--- config.mk ---
export PLATFORM = sky130hd
export DESIGN_NAME = instruction_decoder
export DESIGN_NICKNAME = d
export VERILOG_FILES = /design/src/rtl/instruction_decoder_pkg.sv /design/src/rtl/instruction_decoder_ins_dec_core.sv /design/src/rtl/instruction_decoder.sv
export SDC_FILE = /design/constraint.sdc
export NUM_CORES = 1
export LEC_CHECK = 0
export ABC_AREA = 0
export CAP_MARGIN = 20
export CORE_UTILIZATION = 37
export CTS_BUF_LIST = sky130_fd_sc_hd__clkbuf_16
export DETAILED_ROUTE_END_ITERATION = 7
export PLACE_DENSITY = 0.81
export SLEW_MARGIN = 0
export SYNTH_ARGS = -nofsm -noshare
export SYNTH_HDL_FRONTEND = slang
export SYNTH_SLANG_ARGS = --single-unit
--- constraint.sdc ---
create_clock -name clk -period 1.3 [get_ports clk]
set_input_delay 0.26 -clock clk [delete_from_list [all_inputs] [get_ports clk]]
set_output_delay 0.26 -clock clk [all_outputs]
set_load 0.02 [all_outputs]
--- src/rtl/instruction_decoder_pkg.sv ---
// Shared ISA definitions for the 4-bit CPU instruction decoder: field positions,
// special opcodes and the decoded-output record.
package instruction_decoder_pkg;

  localparam int INS_W = 11;

  localparam int OPC_HI   = 10;
  localparam int OPC_LO   = 8;
  localparam int JMP_HI   = 7;
  localparam int JMP_LO   = 4;
  localparam int SEL_W_HI = 5;
  localparam int SEL_W_LO = 4;
  localparam int IMM_HI   = 3;
  localparam int IMM_LO   = 0;
  localparam int SEL_A_HI = 3;
  localparam int SEL_A_LO = 2;
  localparam int SEL_B_HI = 1;
  localparam int SEL_B_LO = 0;

  localparam logic [2:0] OP_BRANCH = 3'b100;
  localparam logic [2:0] OP_NOP    = 3'b011;

  typedef struct packed {
    logic       sel_data;
    logic       write_en;
    logic       alu_op;
    logic [1:0] sel_a;
    logic [1:0] sel_b;
    logic [1:0] sel_w;
    logic [3:0] imm;
    logic [3:0] jmp;
    logic       is_branch;
    logic       is_nop;
  } dec_t;

  // Only branch and no-op leave the register file untouched.
  function automatic logic calc_write_en(input logic [2:0] opc);
    return (opc[2] | ~opc[1] | ~opc[0]) & (~opc[2] | opc[1] | opc[0]);
  endfunction

endpackage

--- src/rtl/instruction_decoder_ins_dec_core.sv ---
// Purely combinational instruction slicer: splits the word into control bits and
// operand fields; overlapping views (SEL_A/SEL_B vs IMM, SEL_W vs JMP) are all driven.
module ins_dec_core
  import instruction_decoder_pkg::*;
(
  input  logic [INS_W-1:0] ins_i,
  output dec_t             dec_o
);

  logic [2:0] opc_s;

  assign opc_s = ins_i[OPC_HI:OPC_LO];

  // Slice fields and derive opcode-dependent flags
  always_comb begin
    dec_o           = '0;
    dec_o.sel_data  = ins_i[OPC_HI-1];
    dec_o.alu_op    = ins_i[OPC_LO];
    dec_o.write_en  = calc_write_en(opc_s);
    dec_o.sel_a     = ins_i[SEL_A_HI:SEL_A_LO];
    dec_o.sel_b     = ins_i[SEL_B_HI:SEL_B_LO];
    dec_o.sel_w     = ins_i[SEL_W_HI:SEL_W_LO];
    dec_o.imm       = ins_i[IMM_HI:IMM_LO];
    dec_o.jmp       = ins_i[JMP_HI:JMP_LO];
    dec_o.is_branch = (opc_s == OP_BRANCH) ? 1'b1 : 1'b0;
    dec_o.is_nop    = (opc_s == OP_NOP) ? 1'b1 : 1'b0;
  end

endmodule

--- src/rtl/instruction_decoder.sv ---
// Registered decode stage: one-cycle latency, fields hold on idle cycles while the
// action strobes (write_en, is_branch, is_nop, out_valid) drop to zero.
module instruction_decoder
  import instruction_decoder_pkg::*;
(
  input  logic             clk,
  input  logic             rst,
  input  logic [INS_W-1:0] INS,
  input  logic             ins_valid,
  output logic             out_valid,
  output logic             sel_data,
  output logic             write_en,
  output logic             alu_op,
  output logic [1:0]       SEL_A,
  output logic [1:0]       SEL_B,
  output logic [1:0]       SEL_W,
  output logic [3:0]       IMM,
  output logic [3:0]       JMP,
  output logic             is_branch,
  output logic             is_nop
);

  dec_t dec_c_s;
  dec_t dec_d;
  dec_t dec_q;
  logic valid_d;
  logic valid_q;

  ins_dec_core u_core (
    .ins_i (INS),
    .dec_o (dec_c_s)
  );

  // Next-state: load on valid, otherwise hold fields and squash strobes
  always_comb begin
    dec_d   = dec_q;
    valid_d = 1'b0;
    if (ins_valid) begin
      dec_d   = dec_c_s;
      valid_d = 1'b1;
    end else begin
      dec_d.write_en  = 1'b0;
      dec_d.is_branch = 1'b0;
      dec_d.is_nop    = 1'b0;
      valid_d         = 1'b0;
    end
  end

  // Output register with synchronous reset
  always_ff @(posedge clk) begin
    if (rst) begin
      dec_q   <= '0;
      valid_q <= 1'b0;
    end else begin
      dec_q   <= dec_d;
      valid_q <= valid_d;
    end
  end

  assign out_valid = valid_q;
  assign sel_data  = dec_q.sel_data;
  assign write_en  = dec_q.write_en;
  assign alu_op    = dec_q.alu_op;
  assign SEL_A     = dec_q.sel_a;
  assign SEL_B     = dec_q.sel_b;
  assign SEL_W     = dec_q.sel_w;
  assign IMM       = dec_q.imm;
  assign JMP       = dec_q.jmp;
  assign is_branch = dec_q.is_branch;
  assign is_nop    = dec_q.is_nop;

endmodule

# ---- Word level (Yosys, flattened, before mapping)
# Index checks and enable logic that the tools add are counted.
dict set report totals {
  register_bits 20
  latchBits 0
  mem_bits_rw 0
  rom_bits 0
  inputBits 14
  wordCells 26
  n_memories 0
}
dict set report op_classes {
  addsub 0
  multipliers 0
  n_div 0
  magnitude_cmp 0
  n_eq_ne 2
  n_shift 0
  mux 3
  bitwise_logic 9
  n_reduce_logical 1
}
# cell count
set op_table {}
lappend op_table {{$not A1 Y1} 4}
lappend op_table {{$or A1 B1 Y1} 4}
lappend op_table {{$eq A3 B2 Y1 const B} 1}
lappend op_table {{$eq A3 B3 Y1 const B} 1}
lappend op_table {{$mux W1} 3}
lappend op_table {{$reduce_or A2 Y1} 1}
lappend op_table {{$and A1 B1 Y1} 1}

# ---- Longest topological paths before layout
# Gate-level depths: netlist of run 1.
dict set report logic_depth {
  depth_word 4
  mapped_depth 3
  depth_no_buf 2
}

# ---- Modules after synthesis
# From an unflattened synthesis of run 1, not the netlist that was laid out.
dict set report hier_totals {
  cells_unflattened 79
  area_unflattened_um2 839.6
}
# mod instances cells_per_inst area_each_um2 seq_area_each_um2
set modules_own_cells {}
lappend modules_own_cells {instruction_decoder 1 60 694.4 400.4}
lappend modules_own_cells {ins_dec_core 1 19 145.1 0.0}

# ---- Worst setup path after synthesis of run 1
# No wires, ideal clock.
dict set report synth_timing {
  kind {flip-flop to output port}
  startpoint {register dec_q (netlist bit SEL_A[0])}
  endpoint {output SEL_A[0]}
  arrival_ns 0.615
  path_slack_ns 0.425
  stages_incl_launch_ff 2
  n_path_buf 1
  path_cell_list {dfxtp_1 > buf_4}
}
# element line
set synth_lines {}
lappend synth_lines {{start: declaration} instruction_decoder.sv:25} ;# dec_t dec_q;
lappend synth_lines {{start signal: assignment} instruction_decoder.sv:52} ;# dec_q <= '0;
lappend synth_lines {{start signal: assignment} instruction_decoder.sv:55} ;# dec_q <= dec_d;
lappend synth_lines {{end: declaration} instruction_decoder.sv:14} ;# output logic [1:0] SEL_A,
# No word-level cell between the ends.

# ---- Worst setup path after layout of run 1
dict set report layout_timing {
  startpoint {input ins_valid}
  endpoint {register dec_q (netlist bit is_branch)}
}
dict set report layout_between {
  elab_chain_cells 2
}
# element line
set layout_rtl {}
lappend layout_rtl {{start: declaration} instruction_decoder.sv:9} ;# input logic ins_valid,
lappend layout_rtl {{$not A1 Y1 (no line)} n/a}
lappend layout_rtl {{$reduce_or A2 Y1 (no line)} n/a}
# No other way between the ends.
# A chain may end at the register's enable or synchronous reset.

==> results.sh, run 1 <==
export IMPL_drtIter0Drc=5
export IMPL_status="complete, no violations"
export IMPL_worstHoldPathType="register to register"
export IMPL_layout_common_cells="20 x dlygate4sd2_1, 14 x dfxtp_1, 13 x clkdlybuf4s50_1"
export IMPL_p_leak_uw=0.000468
export IMPL_final_nets=97
export IMPL_r2r_end="JMP[1]"
export IMPL_dp_hpwl_um=819
export IMPL_placed_area_um2=843
export IMPL_cts_buffer_depth=2
export IMPL_power_share_clock_pct=47.0
export IMPL_cp_max_fo=4
export IMPL_yosys_cell_types_count=13
export IMPL_ys_seq_area_share_pct=52.7
export IMPL_numCtsBuffers=3
export IMPL_rsz0062_at_grt="false"
export IMPL_via_count=433
export IMPL_drv_cap=0
export IMPL_hold_end="sel_data"
export IMPL_grt_max_degree=11
export IMPL_cts_root_buf="clkbuf_16"
export IMPL_slew_viol_final=0
export IMPL_die_w_um=39.9
export IMPL_synth_seq_cells=14
export IMPL_grt_pass1_wl_um=1700
export IMPL_finalCritPeriodShare_pct=93.5
export IMPL_hold_path_startpoint="sel_data"
export IMPL_rows=13
export IMPL_ant_nets=0
export IMPL_htreeDepth=1
export IMPL_worstPathRequired_ns=1.41
export IMPL_rr_startpoint="JMP[1]"
export IMPL_relSlewSlack_pct=76.2
export IMPL_routed_wl_um=1120
export IMPL_pre_cts_ws_ns=-0.0758
export IMPL_synthCells=50
export IMPL_netSwitchingPower_uw=270
export IMPL_min_period_ns=1.22
export IMPL_setup_slack_ns=0.0845
export IMPL_core_area_um2=1320
export IMPL_final_common_cell="dlygate4sd2_1"
export IMPL_drive_above_1_share_pct=8.54
export IMPL_die_area_um2=1590
export IMPL_final_cells=97
export IMPL_cts_tree="done"
export IMPL_path_clk_slew_ns=0.05
export IMPL_remaining_drc_errors=0
export IMPL_hold_viol=0
export IMPL_r2r_cells=2
export IMPL_syn_cell_area_um2=532
export IMPL_die_height_um=39.9
export IMPL_p_seq_share_pct=37.9
export IMPL_n_antenna_cell=0
export IMPL_p_per_area_nw_per_um2=1360
export IMPL_clkLatencyLatePin_ns=0.24
export IMPL_dr_pass1_iters=2
export IMPL_wl_per_cell_um=11.6
export IMPL_syn_nets=64
export IMPL_cts_sinks=14
export IMPL_grt_overflow_total=0
export IMPL_syn_area_per_cell_um2=10.6
export IMPL_finalSetupViolations=0
export IMPL_dp_cells=93
export IMPL_worstMarginPinSlew_ns=0.353
export IMPL_peakVddDrop_v=0.000960
export IMPL_cp_arrival_ns=1.33
export IMPL_crit_type="input pin to register"
export IMPL_pwr_share_comb_pct=15.1
export IMPL_intPower_uw=953
export IMPL_critPathLaunchType="input pin"
export IMPL_yosys_warnings=0
export IMPL_whs_ns=0.488
export IMPL_initial_core_util_pct=40.4
export IMPL_gp_congestion=0.617
export IMPL_hold_path_depth=2
export IMPL_viasPerCell=4.46
export IMPL_fin_area_um2=897
export IMPL_fmax_ghz=0.823
export IMPL_num_io_pins=34
export IMPL_track_usage_pct=16.9
export IMPL_skew_ns=0
export IMPL_switching_share_pct=22.1
export IMPL_r2r_slack_ns=0.70
export IMPL_area_delta_synth_final_pct=68.7
export IMPL_grt_pass1_vias=372
export IMPL_worstSetupEndpointType="register"
export IMPL_io_buffer_count=33
export IMPL_post_cts_buffers=0
export IMPL_antenna_found_initial=0
[synth_stat cells]
| cell type | number | area, um2 |
|---|---|---|
| nor3_1 | 1 | 5.00 |
| nor2b_1 | 1 | 6.26 |
| inv_1 | 1 | 3.75 |
| dfxtp_1 | 14 | 280 |
| nor4b_1 | 1 | 8.76 |
| a221oi_1 | 1 | 8.76 |
| buf_4 | 6 | 45.0 |
| nand2_1 | 1 | 3.75 |
| clkbuf_1 | 1 | 3.75 |
| nand2b_4 | 1 | 13.8 |
| buf_6 | 1 | 11.3 |
| mux2i_1 | 10 | 100 |
| nor2_1 | 11 | 41.3 |
[through the flow]
step	power, uW	utilization (%)	setup TNS [ns]
final	1220	68.1	0
after global routing	1290	68.1	0
after CTS	1240	68.1	0
after detailed placement	682	64.0	-0.0758
after global placement	679	64.0	0
after floorplan	577	-	0
[repair_timing]
action	in CTS	in global routing
hold buffers	0	0
setup endpoints to repair	20	0
gates resized for setup	20	0
[layer usage]
| layer | up-vias | track usage (%) | part of all wire, % |
|---|---|---|---|
| met2 | 19 | 27.4 | 50 |
| met5 | - | 0 | 0 |
| met4 | 0 | 7.76 | 0 |
| li1 | 220 | - | - |
| met3 | 0 | 7.39 | 6.2 |
| met1 | 194 | 18.6 | 44 |
[layout make-up]
class | count | area [um2]
Fill cell | 119 | 420
Multi-Input combinational cell | 27 | 188
Timing Repair Buffer | 36 | 328
Inverter | 1 | 3.75
Clock buffer | 3 | 75.1
Clock inverter | 1 | 3.75
Sequential cell | 14 | 280
Tap cell | 15 | 18.8
[how the worst max path moves through the flow]
stage / endpoint / start / depth (start not counted) / slack, ns
finish: is_branch / ins_valid / 4 / 0.08
floorplan: SEL_A[0] / SEL_A[0] / 1 / 0.42
detailed placement: is_branch / ins_valid / 4 / -0.08
global placement: JMP[3] / ins_valid / 4 / 0.01
global route: is_branch / ins_valid / 4 / 0.03
CTS: is_branch / ins_valid / 4 / 0.07
[critical path, cell delays in order]
cell and delay, ns:
clkdlybuf4s50_1 0.48, buf_4 0.16, nand2b_4 0.07, nor4b_1 0.36
[cell families after synthesis]
logic type	after synthesis	synth area share (%)
flops	14	52.7
buf+inv	9	12.0
compound gates	1	1.65
mux	10	18.8
simple gates	16	14.8
[power groups by stage]
stage | clock network [uW] | logic, uW | registers (uW)
after floorplan | 0 | 75.9 | 501
after global placement | 0 | 207 | 473
after detailed placement | 0 | 208 | 474
after CTS | 593 | 186 | 464
after global routing | 619 | 199 | 466
final | 575 | 184 | 464
[state kept, by name, indices dropped and copies added, names as in the netlist]
register,flops
IMM,1
JMP,3
SEL_A,2
SEL_B,1
SEL_W,1
alu_op,1
is_branch,1
is_nop,1
out_valid,1
sel_data,1
write_en,1
Note: power is estimated with default switching activity, not from simulation.
==> inputs of run 2 (changes only) <==
Settings changed: CAP_MARGIN 20 to 40, SKIP_LAST_GASP set to 1.
==> results of run 2 <==
The final DEF is identical to that of run 1; final timing and power are the same.
